===== src/rtl/replica_pkg.sv =====
// Shared types and constants for the replica move pipeline.
package replica_pkg;

  localparam int unsigned city_num = 32;
  localparam int unsigned city_log = 5;

  localparam int unsigned XS_SHIFT_A = 13;
  localparam int unsigned XS_SHIFT_B = 17;
  localparam int unsigned XS_SHIFT_C = 5;

  localparam logic [31:0] OPT_SEED_DEFAULT = 32'h2545F491;

  typedef enum logic [1:0] {
    THR = 2'd0,
    TWO = 2'd1,
    OR0 = 2'd2,
    OR1 = 2'd3
  } opt_command_t;

  typedef logic [city_log-1:0] city_t;

  typedef struct packed {
    opt_command_t com;
    city_t        K;
    city_t        L;
    logic [22:0]  r_metropolis;
    logic [22:0]  r_exchange;
  } opt_t;

  // One xorshift32 step (13, 17, 5).
  function automatic logic [31:0] xorshift32_step(input logic [31:0] x);
    logic [31:0] v;
    v = x;
    v = v ^ (v << XS_SHIFT_A);
    v = v ^ (v >> XS_SHIFT_B);
    v = v ^ (v << XS_SHIFT_C);
    return v;
  endfunction

  // xorshift locks up at zero, so zero seeds are mapped to 1.
  function automatic logic [31:0] seed_fix(input logic [31:0] s);
    return (s == '0) ? 32'h1 : s;
  endfunction

endpackage


===== src/rtl/opt_gen_if.sv =====
// Proposal bus between opt_gen (slave side) and its consumer/seed source (master side).
interface opt_gen_if;
  import replica_pkg::*;

  logic        seed_we;
  logic [31:0] seed_data;
  logic        opt_run;
  opt_t        out_opt;
  logic        busy;

  modport master (
    output seed_we,
    output seed_data,
    output opt_run,
    input  out_opt,
    input  busy
  );

  modport slave (
    input  seed_we,
    input  seed_data,
    input  opt_run,
    output out_opt,
    output busy
  );

endinterface


===== src/rtl/xorshift32.sv =====
// xorshift32 PRNG: state register with step enable and a load port.
// rnd_o is the value the state takes on the next enabled step.
module xorshift32
  import replica_pkg::*;
#(
  parameter logic [31:0] RESET_STATE = 32'h1
) (
  input  logic        clk,
  input  logic        rst,
  input  logic        en_i,
  input  logic        load_i,
  input  logic [31:0] load_data_i,
  output logic [31:0] rnd_o
);

  logic [31:0] state_q;

  assign rnd_o = xorshift32_step(state_q);

  // State update: load has priority over stepping.
  always_ff @(posedge clk or posedge rst) begin
    if (rst) begin
      state_q <= RESET_STATE;
    end else if (load_i) begin
      state_q <= seed_fix(load_data_i);
    end else if (en_i) begin
      state_q <= rnd_o;
    end
  end

endmodule


===== src/rtl/opt_gen.sv =====
// opt_gen: per-replica move proposer feeding metropolis in_opt.
// Optional build macro: OPT_STALL_CNT_EN adds the saturating stall_cnt port.
module opt_gen
  import replica_pkg::*;
#(
  parameter int unsigned id     = 0,
  parameter logic [31:0] seed   = OPT_SEED_DEFAULT,
  parameter int unsigned city_n = city_num
) (
  input  logic        clk,
  input  logic        reset,
  opt_gen_if.slave    bus
`ifdef OPT_STALL_CNT_EN
  ,
  output logic [15:0] stall_cnt
`endif
);

  localparam logic [31:0] RESET_STATE = seed_fix(seed ^ 32'(id + 1));

  localparam logic [2:0] S_DRAW_K = 3'd0;
  localparam logic [2:0] S_DRAW_L = 3'd1;
  localparam logic [2:0] S_DRAW_R = 3'd2;
  localparam logic [2:0] S_DRAW_X = 3'd3;
  localparam logic [2:0] S_READY  = 3'd4;

  localparam logic signed [city_log:0] TWO_MIN_DIST = 2;

  logic [2:0]  state_q, state_d;
  opt_t        pend_q, pend_d;
  opt_t        out_q, out_d;
  logic        prng_en;
  logic [31:0] rnd;

  city_t                      c;
  logic                       c_valid;
  logic signed [city_log:0]   diff;
  logic signed [city_log:0]   absdiff;
  logic                       two_ok;
  logic                       or_ok;
  logic                       unused_rnd_bits;

  xorshift32 #(
    .RESET_STATE (RESET_STATE)
  ) u_prng (
    .clk         (clk),
    .rst         (reset),
    .en_i        (prng_en),
    .load_i      (bus.seed_we),
    .load_data_i (bus.seed_data),
    .rnd_o       (rnd)
  );

  assign c               = rnd[city_log-1:0];
  assign c_valid         = (32'(c) < city_n);
  assign diff            = $signed({1'b0, c}) - $signed({1'b0, pend_q.K});
  assign absdiff         = diff[city_log] ? -diff : diff;
  assign two_ok          = (c != '0) && (absdiff >= TWO_MIN_DIST);
  assign or_ok           = (c != pend_q.K) && (c != city_t'(pend_q.K - 1'b1));
  assign unused_rnd_bits = ^rnd[30:23];

  // Next-state: draw sequencing, candidate filtering, slot handling.
  always_comb begin
    state_d = state_q;
    pend_d  = pend_q;
    out_d   = out_q;
    prng_en = 1'b0;

    case (state_q)
      S_DRAW_K: begin
        prng_en = 1'b1;
        if ((c != '0) && c_valid) begin
          pend_d.K   = c;
          pend_d.com = rnd[31] ? OR0 : TWO;
          state_d    = S_DRAW_L;
        end
      end
      S_DRAW_L: begin
        prng_en = 1'b1;
        if (c_valid) begin
          if (pend_q.com == TWO) begin
            if (two_ok) begin
              pend_d.K = (c < pend_q.K) ? c : pend_q.K;
              pend_d.L = (c < pend_q.K) ? pend_q.K : c;
              state_d  = S_DRAW_R;
            end
          end else if (or_ok) begin
            pend_d.L = c;
            state_d  = S_DRAW_R;
          end
        end
      end
      S_DRAW_R: begin
        prng_en             = 1'b1;
        pend_d.r_metropolis = rnd[22:0];
        state_d             = S_DRAW_X;
      end
      S_DRAW_X: begin
        prng_en           = 1'b1;
        pend_d.r_exchange = rnd[22:0];
        state_d           = S_READY;
      end
      S_READY: begin
        if (bus.opt_run) begin
          out_d   = pend_q;
          state_d = S_DRAW_K;
        end
      end
      default: begin
        state_d = S_DRAW_K;
      end
    endcase

    if (bus.opt_run && (state_q != S_READY)) begin
      out_d.com = THR;
    end

    // Reseeding restarts the draw; a slot in the same cycle must not
    // release the discarded pending proposal.
    if (bus.seed_we) begin
      prng_en = 1'b0;
      state_d = S_DRAW_K;
      pend_d  = '0;
      if (bus.opt_run) begin
        out_d     = out_q;
        out_d.com = THR;
      end
    end
  end

  // State, pending proposal and output registers.
  always_ff @(posedge clk or posedge reset) begin
    if (reset) begin
      state_q <= S_DRAW_K;
      pend_q  <= '0;
      out_q   <= '0;
    end else begin
      state_q <= state_d;
      pend_q  <= pend_d;
      out_q   <= out_d;
    end
  end

  assign bus.out_opt = out_q;
  assign bus.busy    = (state_q != S_READY);

`ifdef OPT_STALL_CNT_EN
  logic        bubble;
  logic [15:0] stall_q;

  assign bubble = bus.opt_run && (bus.seed_we || (state_q != S_READY));

  // Saturating count of emitted THR bubbles.
  always_ff @(posedge clk or posedge reset) begin
    if (reset) begin
      stall_q <= '0;
    end else if (bubble && (stall_q != '1)) begin
      stall_q <= stall_q + 16'd1;
    end
  end

  assign stall_cnt = stall_q;
`endif

endmodule


===== src/flat_wrapper.sv =====
// flat-port wrapper written by rule: the top's interface ports become plain ports
module opt_gen_flat import replica_pkg::*;
#(
  parameter int unsigned id     = 0,
  parameter logic [31:0] seed   = OPT_SEED_DEFAULT,
  parameter int unsigned city_n = city_num
)
  (clk, reset, bus_seed_we, bus_seed_data, bus_opt_run, bus_out_opt, bus_busy);
  opt_gen_if bus_i ();
  input  logic clk;
  input  logic reset;
  input wire logic [$bits(bus_i.seed_we)-1:0] bus_seed_we;
  input wire logic [$bits(bus_i.seed_data)-1:0] bus_seed_data;
  input wire logic [$bits(bus_i.opt_run)-1:0] bus_opt_run;
  output wire logic [$bits(bus_i.out_opt)-1:0] bus_out_opt;
  output wire logic [$bits(bus_i.busy)-1:0] bus_busy;
  assign bus_i.seed_we = bus_seed_we;
  assign bus_i.seed_data = bus_seed_data;
  assign bus_i.opt_run = bus_opt_run;
  assign bus_out_opt = bus_i.out_opt;
  assign bus_busy = bus_i.busy;
  opt_gen #(.id(id), .seed(seed), .city_n(city_n)) u_core (.clk(clk), .reset(reset), .bus(bus_i));
endmodule

===== config.mk =====
export PLATFORM = sky130hd
export DESIGN_NAME = opt_gen_flat
export DESIGN_NICKNAME = d
export VERILOG_FILES = /design/src/rtl/replica_pkg.sv /design/src/rtl/opt_gen_if.sv /design/src/rtl/xorshift32.sv /design/src/rtl/opt_gen.sv /design/src/flat_wrapper.sv
export SDC_FILE = /design/constraint.sdc
export NUM_CORES = 1
export LEC_CHECK = 0
export CAP_MARGIN = 20
export CORE_UTILIZATION = 60
export CTS_CLUSTER_SIZE = 25
export DETAILED_ROUTE_END_ITERATION = 10
export GPL_TIMING_DRIVEN = 0
export PLACE_DENSITY_LB_ADDON = 0.25
export SETUP_SLACK_MARGIN = 0.05
export SYNTH_ARGS = -nofsm -noshare
export SYNTH_HDL_FRONTEND = slang
export SYNTH_HIERARCHICAL = 1
export SYNTH_SLANG_ARGS = --single-unit

===== constraint.sdc =====
create_clock -name clk -period 8.2 [get_ports clk]
set_input_delay 1.23 -clock clk [delete_from_list [all_inputs] [get_ports clk]]
set_output_delay 1.23 -clock clk [all_outputs]
set_load 0.01 [all_outputs]

=== Yosys cells after proc, flatten, opt, wreduce, memory -nomap -nowiden ===
Index checks and enable logic that the tools add are counted.

* Register bits: 151
* Input port bits: 36
* Output and inout port bits: 59
* Word-level logic and storage cells: 88

* $add $sub $neg: 3
* Order comparisons: 2
* Eq/ne operators: 17
* Muxes and demuxes: 32
* Bitwise gates (word level): 3
* Reductions and logical operators: 19

{| class="wikitable"
|+ Operator list
! kind !! number
|-
| 58-bit two-way mux || 5
|-
| 32-bit two-way mux || 3
|-
| 32-bit XOR || 2
|-
| 23-bit two-way mux || 2
|-
| 32-bit zero test || 1
|-
| 32-bit by 15-bit XOR with 32-bit output || 1
|-
| 5-bit two-way mux || 6
|-
| 3-bit two-way mux || 6
|-
| 3-bit by 2-bit != test with 1-bit output, second input constant || 5
|-
| 3-bit one-hot mux with 5 select lines || 1
|-
| 2-bit nonzero test || 6
|-
| 10-bit two-way mux || 1
|-
| 5-bit != test || 2
|-
| 5-bit one-hot mux with 2 select lines || 1
|-
| 7-bit two-way mux || 1
|-
| 3-bit by 2-bit equality test with 1-bit output, second input constant || 2
|-
| 6-bit by 3-bit greater-or-equal comparator with 1-bit output, second input constant || 1
|-
| 2-bit two-way mux || 3
|-
| 6-bit two-way mux || 1
|-
| 3-bit != test, second input constant || 2
|-
| 6-bit negator || 1
|-
| 3-bit nonzero test || 2
|-
| 5-bit by 5-bit subtractor with 6-bit output || 1
|-
| 5-bit < comparator || 1
|-
| 16 further kinds || 19
|}

=== Depth between registers and ports, before layout ===
Gate-level depths: netlist of the first run.

* Depth in word-level cells: 12
* Mapped depth: 13
* Depth with buffers taken out: 12

=== By module ===
The synthesis of the first run kept the hierarchy.

{| class="wikitable"
|+ By module, submodules not included
! module !! times used !! cells an instance !! area each (sq um) !! sequential area each (sq um)
|-
| opt_gen || 1 || 402 || 5,082.4 || 2,977.9
|-
| xorshift32 || 1 || 225 || 2,371.0 || 817.0
|}

=== Worst setup path after synthesis of the first run ===
Ideal clock, no wire load.

* Path kind: reg2reg
* Start: register u_core.u_prng.state_q[4]
* End: register u_core/pend_q[53] (netlist bit)
* Library setup time: 78 ps
* Arrival time: 3,573 ps
* Required time: 8,122 ps
* Slack: 4,549 ps
* Stages on the path, launching flop included: 12
* Buffers on the path: 0
* Period minus slack after synthesis: 3,651 ps
* Cells stage by stage: dfstp_2 > xor2_1 > xor2_1 > inv_1 > ha_1 > fa_1 > ha_1 > or2_1 > a211oi_2 > a2111oi_4 > or4_1 > a21oi_1

* Cells in the longest elaborated chain, start to end: 10
* Elaborated cells between the ends (all ways): 14
* Those cells by class: 2 x add/sub; 2 x order compare; 3 x eq/ne; 1 x mux; 3 x bitwise; 3 x reduce/logical

{| class="wikitable"
|+ Ends and longest elaborated chain
! element !! line !! text
|-
| from (decl) || xorshift32.sv:16 || <nowiki>logic [31:0] state_q;</nowiki>
|-
| from (signal assigned) || xorshift32.sv:25 || <nowiki>state_q <= seed_fix(load_data_i);</nowiki>
|-
| from (signal assigned) || xorshift32.sv:27 || <nowiki>state_q <= rnd_o;</nowiki>
|-
| 32-bit XOR (*) || replica_pkg.sv:34 || <nowiki>v = v ^ (v << XS_SHIFT_A);</nowiki>
|-
| 32-bit by 15-bit XOR with 32-bit output (*) || replica_pkg.sv:35 || <nowiki>v = v ^ (v >> XS_SHIFT_B);</nowiki>
|-
| 32-bit XOR (*) || replica_pkg.sv:36 || <nowiki>v = v ^ (v << XS_SHIFT_C);</nowiki>
|-
| via u_core.rnd[0] || opt_gen.sv:33 || <nowiki>logic [31:0] rnd;</nowiki>
|-
| 5-bit by 5-bit subtractor with 6-bit output || opt_gen.sv:56 || <nowiki>assign diff = $signed({1'b0, c}) - $signed({1'b0, pend_q.K});</nowiki>
|-
| 6-bit negator || opt_gen.sv:57 || <nowiki>assign absdiff = diff[city_log] ? -diff : diff;</nowiki>
|-
| 6-bit two-way mux || opt_gen.sv:57 ||
|-
| 6-bit by 3-bit greater-or-equal comparator with 1-bit output || opt_gen.sv:58 || <nowiki>assign two_ok = (c != '0) && (absdiff >= TWO_MIN_DIST);</nowiki>
|-
| 1-bit logical AND || opt_gen.sv:58 ||
|-
| 3-bit by 2-bit != test with 1-bit output (no line) || - ||
|-
| 5-bit AND reduction (no line) (*) || - ||
|-
| to (signal assigned) || opt_gen.sv:139 || <nowiki>pend_q <= pend_d;</nowiki>
|-
| to (decl) || opt_gen.sv:30 || <nowiki>opt_t pend_q, pend_d;</nowiki>
|}

The timed path passes the listed nets; every way through them passes the cells marked *.
A chain may end at the register's enable or synchronous reset.

=== Final worst setup path of the first run ===
* Start: register u_core.u_prng.state_q[4]
* End: register u_core/pend_q[54] (netlist bit)

Same word-level chain as after synthesis.

==> results of run 1 <==
==> synthesized netlist by cell type (all sizes together), types with 7 or more instances <==
cell | number | area (µm²)
ha | 9 | 112.6
o21ai | 51 | 255.2
a21oi | 18 | 112.6
xnor3 | 9 | 206.5
dfstp | 13 | 341.6
dfrtp | 138 | 3453
mux2i | 21 | 210.2
xnor2 | 50 | 498.0
inv | 24 | 90.08
buf | 10 | 50.05
clkbuf | 22 | 82.58
a22o | 41 | 359.1
nor4 | 10 | 77.57
mux2 | 46 | 518.0
a31oi | 7 | 43.79
nor2 | 24 | 90.09
nand2 | 46 | 175.2
xor2 | 18 | 157.7
==> worst min path at each step <==
stage               slack [ns]              startpoint                     end
global route              0.51  u_core/bus.out_opt[52]  u_core/bus.out_opt[52]
detailed placement        0.47  u_core/bus.out_opt[52]  u_core/bus.out_opt[52]
global placement          0.46                    flop                    flop
floorplan                 0.46        u_core/pend_q[0]        u_core/pend_q[0]
finish                    0.48  u_core/bus.out_opt[52]  u_core/bus.out_opt[52]
CTS                       0.49  u_core/bus.out_opt[52]  u_core/bus.out_opt[52]
==> layout make-up <==
class / count / area (µm²)
Tap cell: 168 / 210.2
Clock inverter: 9 / 116.4
Sequential cell: 151 / 3795
Timing Repair Buffer: 97 / 1003
Fill cell: 747 / 2818
Inverter: 24 / 92.59
Buffer: 32 / 132.6
Multi-Input combinational cell: 420 / 3436
Clock buffer: 23 / 457.9
==> layer usage <==
metal / part of all wire (%) / global-route usage, % / vias up
met5: 0 / 0 / -
met4: 2.9 / 13.42 / 0
met3: 6.5 / 4.995 / 42
met2: 50 / 51.49 / 263
met1: 41 / 40.22 / 2802
li1: - / - / 2482
==> power groups by stage <==
stage | registers (µW) | logic [µW] | clock network, µW
6_report | 1150 | 2600 | 762
3_5_place_dp | 1150 | 2550 | 0
4_1_cts | 1150 | 2560 | 768
5_1_grt | 1170 | 2750 | 800
2_1_floorplan | 1120 | 1890 | 0
3_3_place_gp | 1150 | 2460 | 0
==> stage by stage <==
step | instance area, µm² | power (µW) | std cells | util [%] | setup slack [ns]
after floorplan | 7453 | 3005 | 627 | - | 3.813
after global placement | 8605 | 3603 | 889 | 71.34 | 2.269
after detailed placement | 8670 | 3700 | 892 | 71.88 | 3.874
after CTS | 9244 | 4471 | 924 | 76.64 | 3.876
after global routing | 9244 | 4719 | 924 | 76.64 | 3.610
final | 9244 | 4508 | 924 | 76.64 | 3.847
==> worst register-to-register path: stages (launching register included) <==
cell	delay, ns
sky130_fd_sc_hd__dfstp_2	0.59
sky130_fd_sc_hd__xor2_1	0.46
sky130_fd_sc_hd__xor2_1	0.66
sky130_fd_sc_hd__inv_1	0.16
sky130_fd_sc_hd__ha_1	0.24
sky130_fd_sc_hd__fa_1	0.49
sky130_fd_sc_hd__ha_1	0.29
sky130_fd_sc_hd__nor2_1	0.09
sky130_fd_sc_hd__o21ai_0	0.11
sky130_fd_sc_hd__a211oi_2	0.33
sky130_fd_sc_hd__a2111oi_4	0.19
sky130_fd_sc_hd__or4_1	0.49
sky130_fd_sc_hd__a21oi_1	0.18
==> cells by family (layout without fill, tap and decap cells) <==
family | after synthesis | after routing | share of synthesized area, %
and+or+nand+nor | 118 | 118 | 8.108
buffers and inverters | 56 | 185 | 2.988
DFF | 151 | 151 | 50.91
AOI/OAI and AO/OA | 145 | 145 | 13.92
muxes | 67 | 67 | 9.770
xor gates and xnor gates | 80 | 80 | 12.52
adders and majority gates | 10 | 10 | 1.779
==> impl_summary.txt, run 1 <==
----------------------------------------------------
[Setup path]
  Total number of cells along the worst setup path ... 12
  Critical-path cell list ... xor2_1 > xor2_1 > inv_1 > ha_1 > fa_1 > ha_1 > nor2_1 > o21ai_0 > a211oi_2 > a2111oi_4 > or4_1 > a21oi_1
  Number of cells on the worst reg-to-reg path ... 12
  Worst reg2reg setup slack ... 3.85 ns
  Required @ worst endpoint ... 8.54 ns
  Crit Path Max Fanout ... 10
  Crit path max-delay cell type ... sky130_fd_sc_hd__xor2_1
  Crit path capture type ... flop
  Data arrival time of the critical path ... about 4.7 ns
  Setup crit start kind ... flop
  Worst R2R End ... u_core/pend_q[54]
  End of the critical path ... u_core/pend_q[54]
  CP Launch Point ... u_core/u_prng/state_q[4]
  CP delay by family, top ... XOR/XNOR gates
  Maximum single-stage delay on the critical path ... 0.66 ns
  Startpoint of the worst register-to-register path ... u_core/u_prng/state_q[4]
  Critical setup path kind ... reg -> reg
  Combined buffer and inverter count along the critical path ... 1

[Synth]
  Post-Syn Nets ... 673
  Sequential-to-total area share from yosys stat ... about half
  Avg Synthesized Cell Area ... 11.89 µm²
  Ys flop type ... sky130_fd_sc_hd__dfrtp_1
  Number of enable flip-flop cells after synthesis ... 0
  Summed instance area of the synthesized netlist ... 7453 µm²
  Warning count from the yosys run ... 6
  Count of mapped cells out of synthesis ... 627
  Count of different cell masters after synthesis ... 62
  Share of async-settable or async-resettable flops after synthesis ... 100.0%
  #FFs+latches synth ... 151

[Placement]
  Count of port buffers added during placement ... 94
  Half-perimeter wire length after detailed placement ... 13.88 mm
  Final GP Congestion ... 0.9478

[Route]
  Final routed DRC violation total ... 0
  Violation count after the first detailed-route iteration ... 448
  Avg WL per Cell ... 20.36 µm
  Vias per Instance ... 6.049
  First-pass iteration count of the detailed router ... 5
  DRT antenna net count ... 0
  Total wire length ... 18.81 mm
  Number of vias in the routed layout ... 5,589

[Timing]
  Crit share post-route ... between 50% and 60%
  Final Hold Vio Count ... 0
  Highest attainable clock frequency ... 229.7 MHz
  Final sum of negative setup slack ... 0 ns
  Max Transition Viols Final ... 0
  Setup repair after global routing missed its margin ... no
  # setup viols final ... 0
  Min Tclk post-route ... 4.353 ns
  Slew of the pin with the lowest slew margin ... 1.065 ns
  Relative max-transition margin ... 28.52%
  Worst hold slack ... 0.4820 ns
  Largest clock skew in the final design ... 0.008951 ns

[Power and ir drop]
  Total power divided by cell area ... 487.7 nW/µm²
  Switching Fraction ... 43.98%
  Part of the total power dissipated in combinational logic ... 57.6%
  Register share of total power ... 25.5%
  Clock share of power ... 16.9%
  Peak VDD IR ... about 0.35 mV
  Static power due to leakage ... between 0.004 and 0.005 µW
  Power spent charging and discharging nets ... 1983 µW
  Internal Power ... 2525 µW

[Final layout]
  Final antenna diode count ... 0
  Highest-count cells in the layout ignoring fill and taps ... 138 x sky130_fd_sc_hd__dfrtp_1, 94 x sky130_fd_sc_hd__clkdlybuf4s50_1, 50 x sky130_fd_sc_hd__o21ai_0
  Count of nets after finishing ... 789
  Most common library cell in the layout ignoring fill and taps ... sky130_fd_sc_hd__dfrtp_1
  Area growth, synth to finish ... 24.02%
  Fraction of layout instances using a drive strength above 1 ... 16.01%

[Clocking]
  Clock Root Buffer ... sky130_fd_sc_hd__clkbuf_16
  Number of buffers inserted for hold repair after clock tree synthesis ... 0
  Number of CTS-inserted buffers ... 17
  Clock tree from TritonCTS ... built
  Setup Fix Bufs, Post-CTS ... 0
  Reg clk slew, reported paths ... 0.06 ns
  Gates resized, CTS repair ... 0
  Clock network latency to the later pin of the worst-skew pair ... about 0.42 ns
  Maximum level of the CTS H-tree ... 4
  Clock tree sinks ... approximately 150
  Clock Tree Buf Depth ... 2

[Floorplan]
  Die width ... 113.5 µm
  Die outline area ... approximately 13,000 µm²
  Area of the core ... 12,060 µm²
  Initial Util ... 61.79%
  Total number of placement rows ... 40
  Height of the die ... 113.5 µm
  I/O pin cnt ... 95

[Global route]
  Global-route total usage across every layer ... a little under a third
  First-pass GRT wire length ... 29.49 mm
  Largest net degree at the start of global routing ... 70
  GRT Residual Overflow ... 0
  Antenna violations before repair ... 0
  Vias in the first global route ... 5,462

[Run status]
  Outcome ... finished, final reports clean

[Job]
  Max Cap Violations ... 0

[Hold path]
  Hold Path Class ... reg -> reg
  Worst hold path stage count ... 2

----------------------------------------------------
(Power assumes the default switching activity.)
==> inputs of run 2 (changes only) <==
--- a/config.mk
+++ b/config.mk
@@ -6,7 +6,7 @@
 export NUM_CORES = 1
 export LEC_CHECK = 0
 export CAP_MARGIN = 20
-export CORE_UTILIZATION = 60
+export CORE_UTILIZATION = 50
 export CTS_CLUSTER_SIZE = 25
 export DETAILED_ROUTE_END_ITERATION = 10
 export GPL_TIMING_DRIVEN = 0
==> constraint.sdc (replaced) <==
create_clock -name clk -period 3.9 [get_ports clk]
set_input_delay 0.585 -clock clk [delete_from_list [all_inputs] [get_ports clk]]
set_output_delay 0.585 -clock clk [all_outputs]
set_load 0.01 [all_outputs]
==> run 2 against run 1 <==
Worst hold slack worse by 0.0022 ns. Register-to-register slack got worse by 3.6 ns. Wire length grew 0.29%. Global-route usage fell by 4.4 points. Design area rose by 1.5%. Setup slack lost 3.6 ns. Flip-flop and latch count did not move. Clock power rose by 120%. Clock skew is 0.0011 ns lower.
==> impl_summary.txt, run 2 (same netlist as run 1, synthesis figures left out) <==
----------------------------------------------------
[Global route]
  Vias in the first global route ... 5,570 (was 5,462)
  Antenna violations before repair ... 0 (unchanged)
  Global-route total usage across every layer ... 26.45% (was 30.83%)
  First-pass GRT wire length ... 29.86 mm (was 29.49 mm)
  Largest net degree at the start of global routing ... 63 (was 70)
  GRT Residual Overflow ... 0 (unchanged)

[Timing]
  Slew of the pin with the lowest slew margin ... 0.9295 ns (was 1.065 ns)
  Min Tclk post-route ... 3.686 ns (was 4.353 ns)
  Largest clock skew in the final design ... 0.007835 ns (was 0.008951 ns)
  # setup viols final ... 0 (unchanged)
  Crit share post-route ... 94.50% (was 53.08%)
  Final Hold Vio Count ... 0 (unchanged)
  Worst hold slack ... 0.4799 ns (was 0.4820 ns)
  Setup repair after global routing missed its margin ... no (unchanged)
  Max Transition Viols Final ... 0 (unchanged)
  Final sum of negative setup slack ... 0 ns (unchanged)
  Relative max-transition margin ... 37.59% (was 28.52%)
  Highest attainable clock frequency ... 271.3 MHz (was 229.7 MHz)

[Floorplan]
  Die outline area ... 15,400 µm² (was 12,870 µm²)
  Area of the core ... 14,530 µm² (was 12,060 µm²)
  Total number of placement rows ... 44 (was 40)
  I/O pin cnt ... 95 (unchanged)
  Initial Util ... 51.28% (was 61.79%)
  Height of the die ... 124.1 µm (was 113.5 µm)
  Die width ... 124.1 µm (was 113.5 µm)

[Setup path]
  Crit path capture type ... flop (unchanged)
  Data arrival time of the critical path ... 3.97 ns (was 4.69 ns)
  Setup crit start kind ... flop (unchanged)
  Required @ worst endpoint ... 4.18 ns (was 8.54 ns)
  Critical setup path kind ... reg -> reg (unchanged)
  Worst reg2reg setup slack ... 0.21 ns (was 3.85 ns)
  Crit Path Max Fanout ... 10 (unchanged)

[Placement]
  Cell Area, Placed ... 8690 µm² (was 8670 µm²)
  Count of port buffers added during placement ... 94 (unchanged)
  Cell count after placement ... 908 (was 892)
  Final GP Congestion ... 0.9244 (was 0.9478)
  Half-perimeter wire length after detailed placement ... 14.03 mm (was 13.88 mm)

[Hold path]
  Hold Path Class ... reg -> reg (unchanged)

[Power and ir drop]
  Part of the total power dissipated in combinational logic ... 57.8% (was 57.6%)
  Switching Fraction ... 44.29% (was 43.98%)
  Clock share of power ... 17.1% (was 16.9%)
  Power spent charging and discharging nets ... 4296 µW (was 1983 µW)
  Register share of total power ... 25.1% (was 25.5%)
  Total power divided by cell area ... 1034 nW/µm² (was 487.7 nW/µm²)
  Static power due to leakage ... 0.004221 µW (was 0.004181 µW)
  Internal Power ... 5404 µW (was 2525 µW)
  Peak VDD IR ... 0.8075 mV (was 0.3491 mV)

[Clocking]
  Clock network latency to the later pin of the worst-skew pair ... 0.43 ns (was 0.42 ns)
  Clock tree from TritonCTS ... built (unchanged)
  Maximum level of the CTS H-tree ... 4 (unchanged)
  Clock Root Buffer ... sky130_fd_sc_hd__clkbuf_16 (unchanged)
  Reg clk slew, reported paths ... 0.06 ns (about the same)
  Clock tree sinks ... 151 (unchanged)
  Clock Tree Buf Depth ... 2 (unchanged)
  Number of CTS-inserted buffers ... 17 (unchanged)

[Final layout]
  Count of nets after finishing ... 793 (was 789)
  Area of the multi-input gates ... 3503 µm² (was 3436 µm²)
  Area taken by flip-flops and latches ... 3795 µm² (unchanged)
  Fraction of layout instances using a drive strength above 1 ... 17.37% (was 16.01%)
  Area of all placed cells without fillers ... 9379 µm² (was 9244 µm²)
  Finished Core Util ... 64.53% (was 76.64%)
  Most common library cell in the layout ignoring fill and taps ... sky130_fd_sc_hd__dfrtp_1 (unchanged)
  Final antenna diode count ... 0 (unchanged)
  Area growth, synth to finish ... 25.84% (was 24.02%)
  Final standard cell count with taps included and fillers excluded ... 944 (was 924)
  Highest-count cells in the layout ignoring fill and taps ... 138 x sky130_fd_sc_hd__dfrtp_1, 94 x sky130_fd_sc_hd__clkdlybuf4s50_1, 50 x sky130_fd_sc_hd__o21ai_0 (unchanged)
  Filler instances ... 1,134 (was 747)

[Job]
  Max Cap Violations ... 0 (unchanged)

[Route]
  Total wire length ... 18.86 mm (was 18.81 mm)
  Violation count after the first detailed-route iteration ... 391 (was 448)
  DRT antenna net count ... 0 (unchanged)
  Avg WL per Cell ... 19.98 µm (was 20.36 µm)
  Vias per Instance ... 5.774 (was 6.049)
  Number of vias in the routed layout ... 5,451 (was 5,589)
  Final routed DRC violation total ... 0 (unchanged)
  First-pass iteration count of the detailed router ... 5 (unchanged)

[Run status]
  Outcome ... finished, final reports clean (unchanged)

----------------------------------------------------
## run 2: changes by cell type in the layout (fill, tap and decap cells not counted), moves of 2 or more
| cell | change |
|---|---|
| sky130_fd_sc_hd__buf_4 | +4 |
| sky130_fd_sc_hd__clkbuf_1 | -4 |
| sky130_fd_sc_hd__clkinv_4 | -2 |
| sky130_fd_sc_hd__clkinvlp_4 | +2 |
| sky130_fd_sc_hd__inv_6 | +3 |
| sky130_fd_sc_hd__inv_8 | +2 |
| sky130_fd_sc_hd__xnor2_4 | +2 |
| sky130_fd_sc_hd__xor2_1 | -2 |
| sky130_fd_sc_hd__xor2_4 | +2 |
## run 2: metrics by stage
step	setup WS [ns]	total power, µW
after floorplan	0.1575	6317
after global placement	-1.350	7721
after detailed placement	-0.4757	7827
after CTS	0.05288	9575
after global routing	0.02701	10240
final	0.2144	9701
## run 2: critical path, cell delays in order (launching register included)
cell and delay, ns:
sky130_fd_sc_hd__dfstp_2 0.61, sky130_fd_sc_hd__xnor2_2 0.15, sky130_fd_sc_hd__xnor2_1 0.76, sky130_fd_sc_hd__ha_1 0.45, sky130_fd_sc_hd__nor2_1 0.22, sky130_fd_sc_hd__a21oi_4 0.06, sky130_fd_sc_hd__a211o_1 0.29, sky130_fd_sc_hd__buf_2 0.20
sky130_fd_sc_hd__a2111oi_4 0.54, sky130_fd_sc_hd__or4_1 0.20, sky130_fd_sc_hd__a21oi_1 0.06
## run 2: final timing paths
kind / start / end / depth (start not counted)
max: u_core/u_prng/state_q[7] / u_core/pend_q[55] / 10
min: u_core/bus.out_opt[51] / u_core/bus.out_opt[51] / 2
max reg2reg: u_core/u_prng/state_q[7] / u_core/pend_q[55] / 10
min reg2reg: u_core/bus.out_opt[51] / u_core/bus.out_opt[51] / 2
max in group asynchronous: reset / asynchronous set/reset pin / 3
min in group asynchronous: reset / asynchronous set/reset pin / 2
## run 2: area by class of cell
cell class,instances,share of cell area (%)
plain buffers,32,1.414
inverters,24,0.9872
multi-input cells,420,37.35
repair buffers,101,11.02
well taps,184,2.455
clock buffers,18,4.576
clock inverters,14,1.734
flip-flops and latches,151,40.46
## run 2: repair_timing
| action | 4_1_cts | 5_1_grt |
|---|---|---|
| endpoints found under the setup margin | 12 | 10 |
| pin swaps | 0 | 1 |
| hold buffers | 0 | 0 |
| cloned | 0 | 0 |
| resized for setup | 5 | 2 |
| setup buffers | 0 | 4 |
## run 2: per-layer routing
metal / up-vias / wire length [µm] / global-route usage, %
met5: - / 0 / 0
met4: 0 / 520 / 11.24
met3: 32 / 906 / 4.808
met2: 187 / 9285 / 43.20
met1: 2744 / 8150 / 34.52
li1: 2488 / - / -
## run 2: power by group through the flow
stage | clock (µW) | combinational (µW) | sequential (µW)
finish | 1660 | 5610 | 2440
global placement | 0 | 5300 | 2420
floorplan | 0 | 3970 | 2350
CTS | 1690 | 5460 | 2430
detailed placement | 0 | 5390 | 2440
global route | 1760 | 5990 | 2490
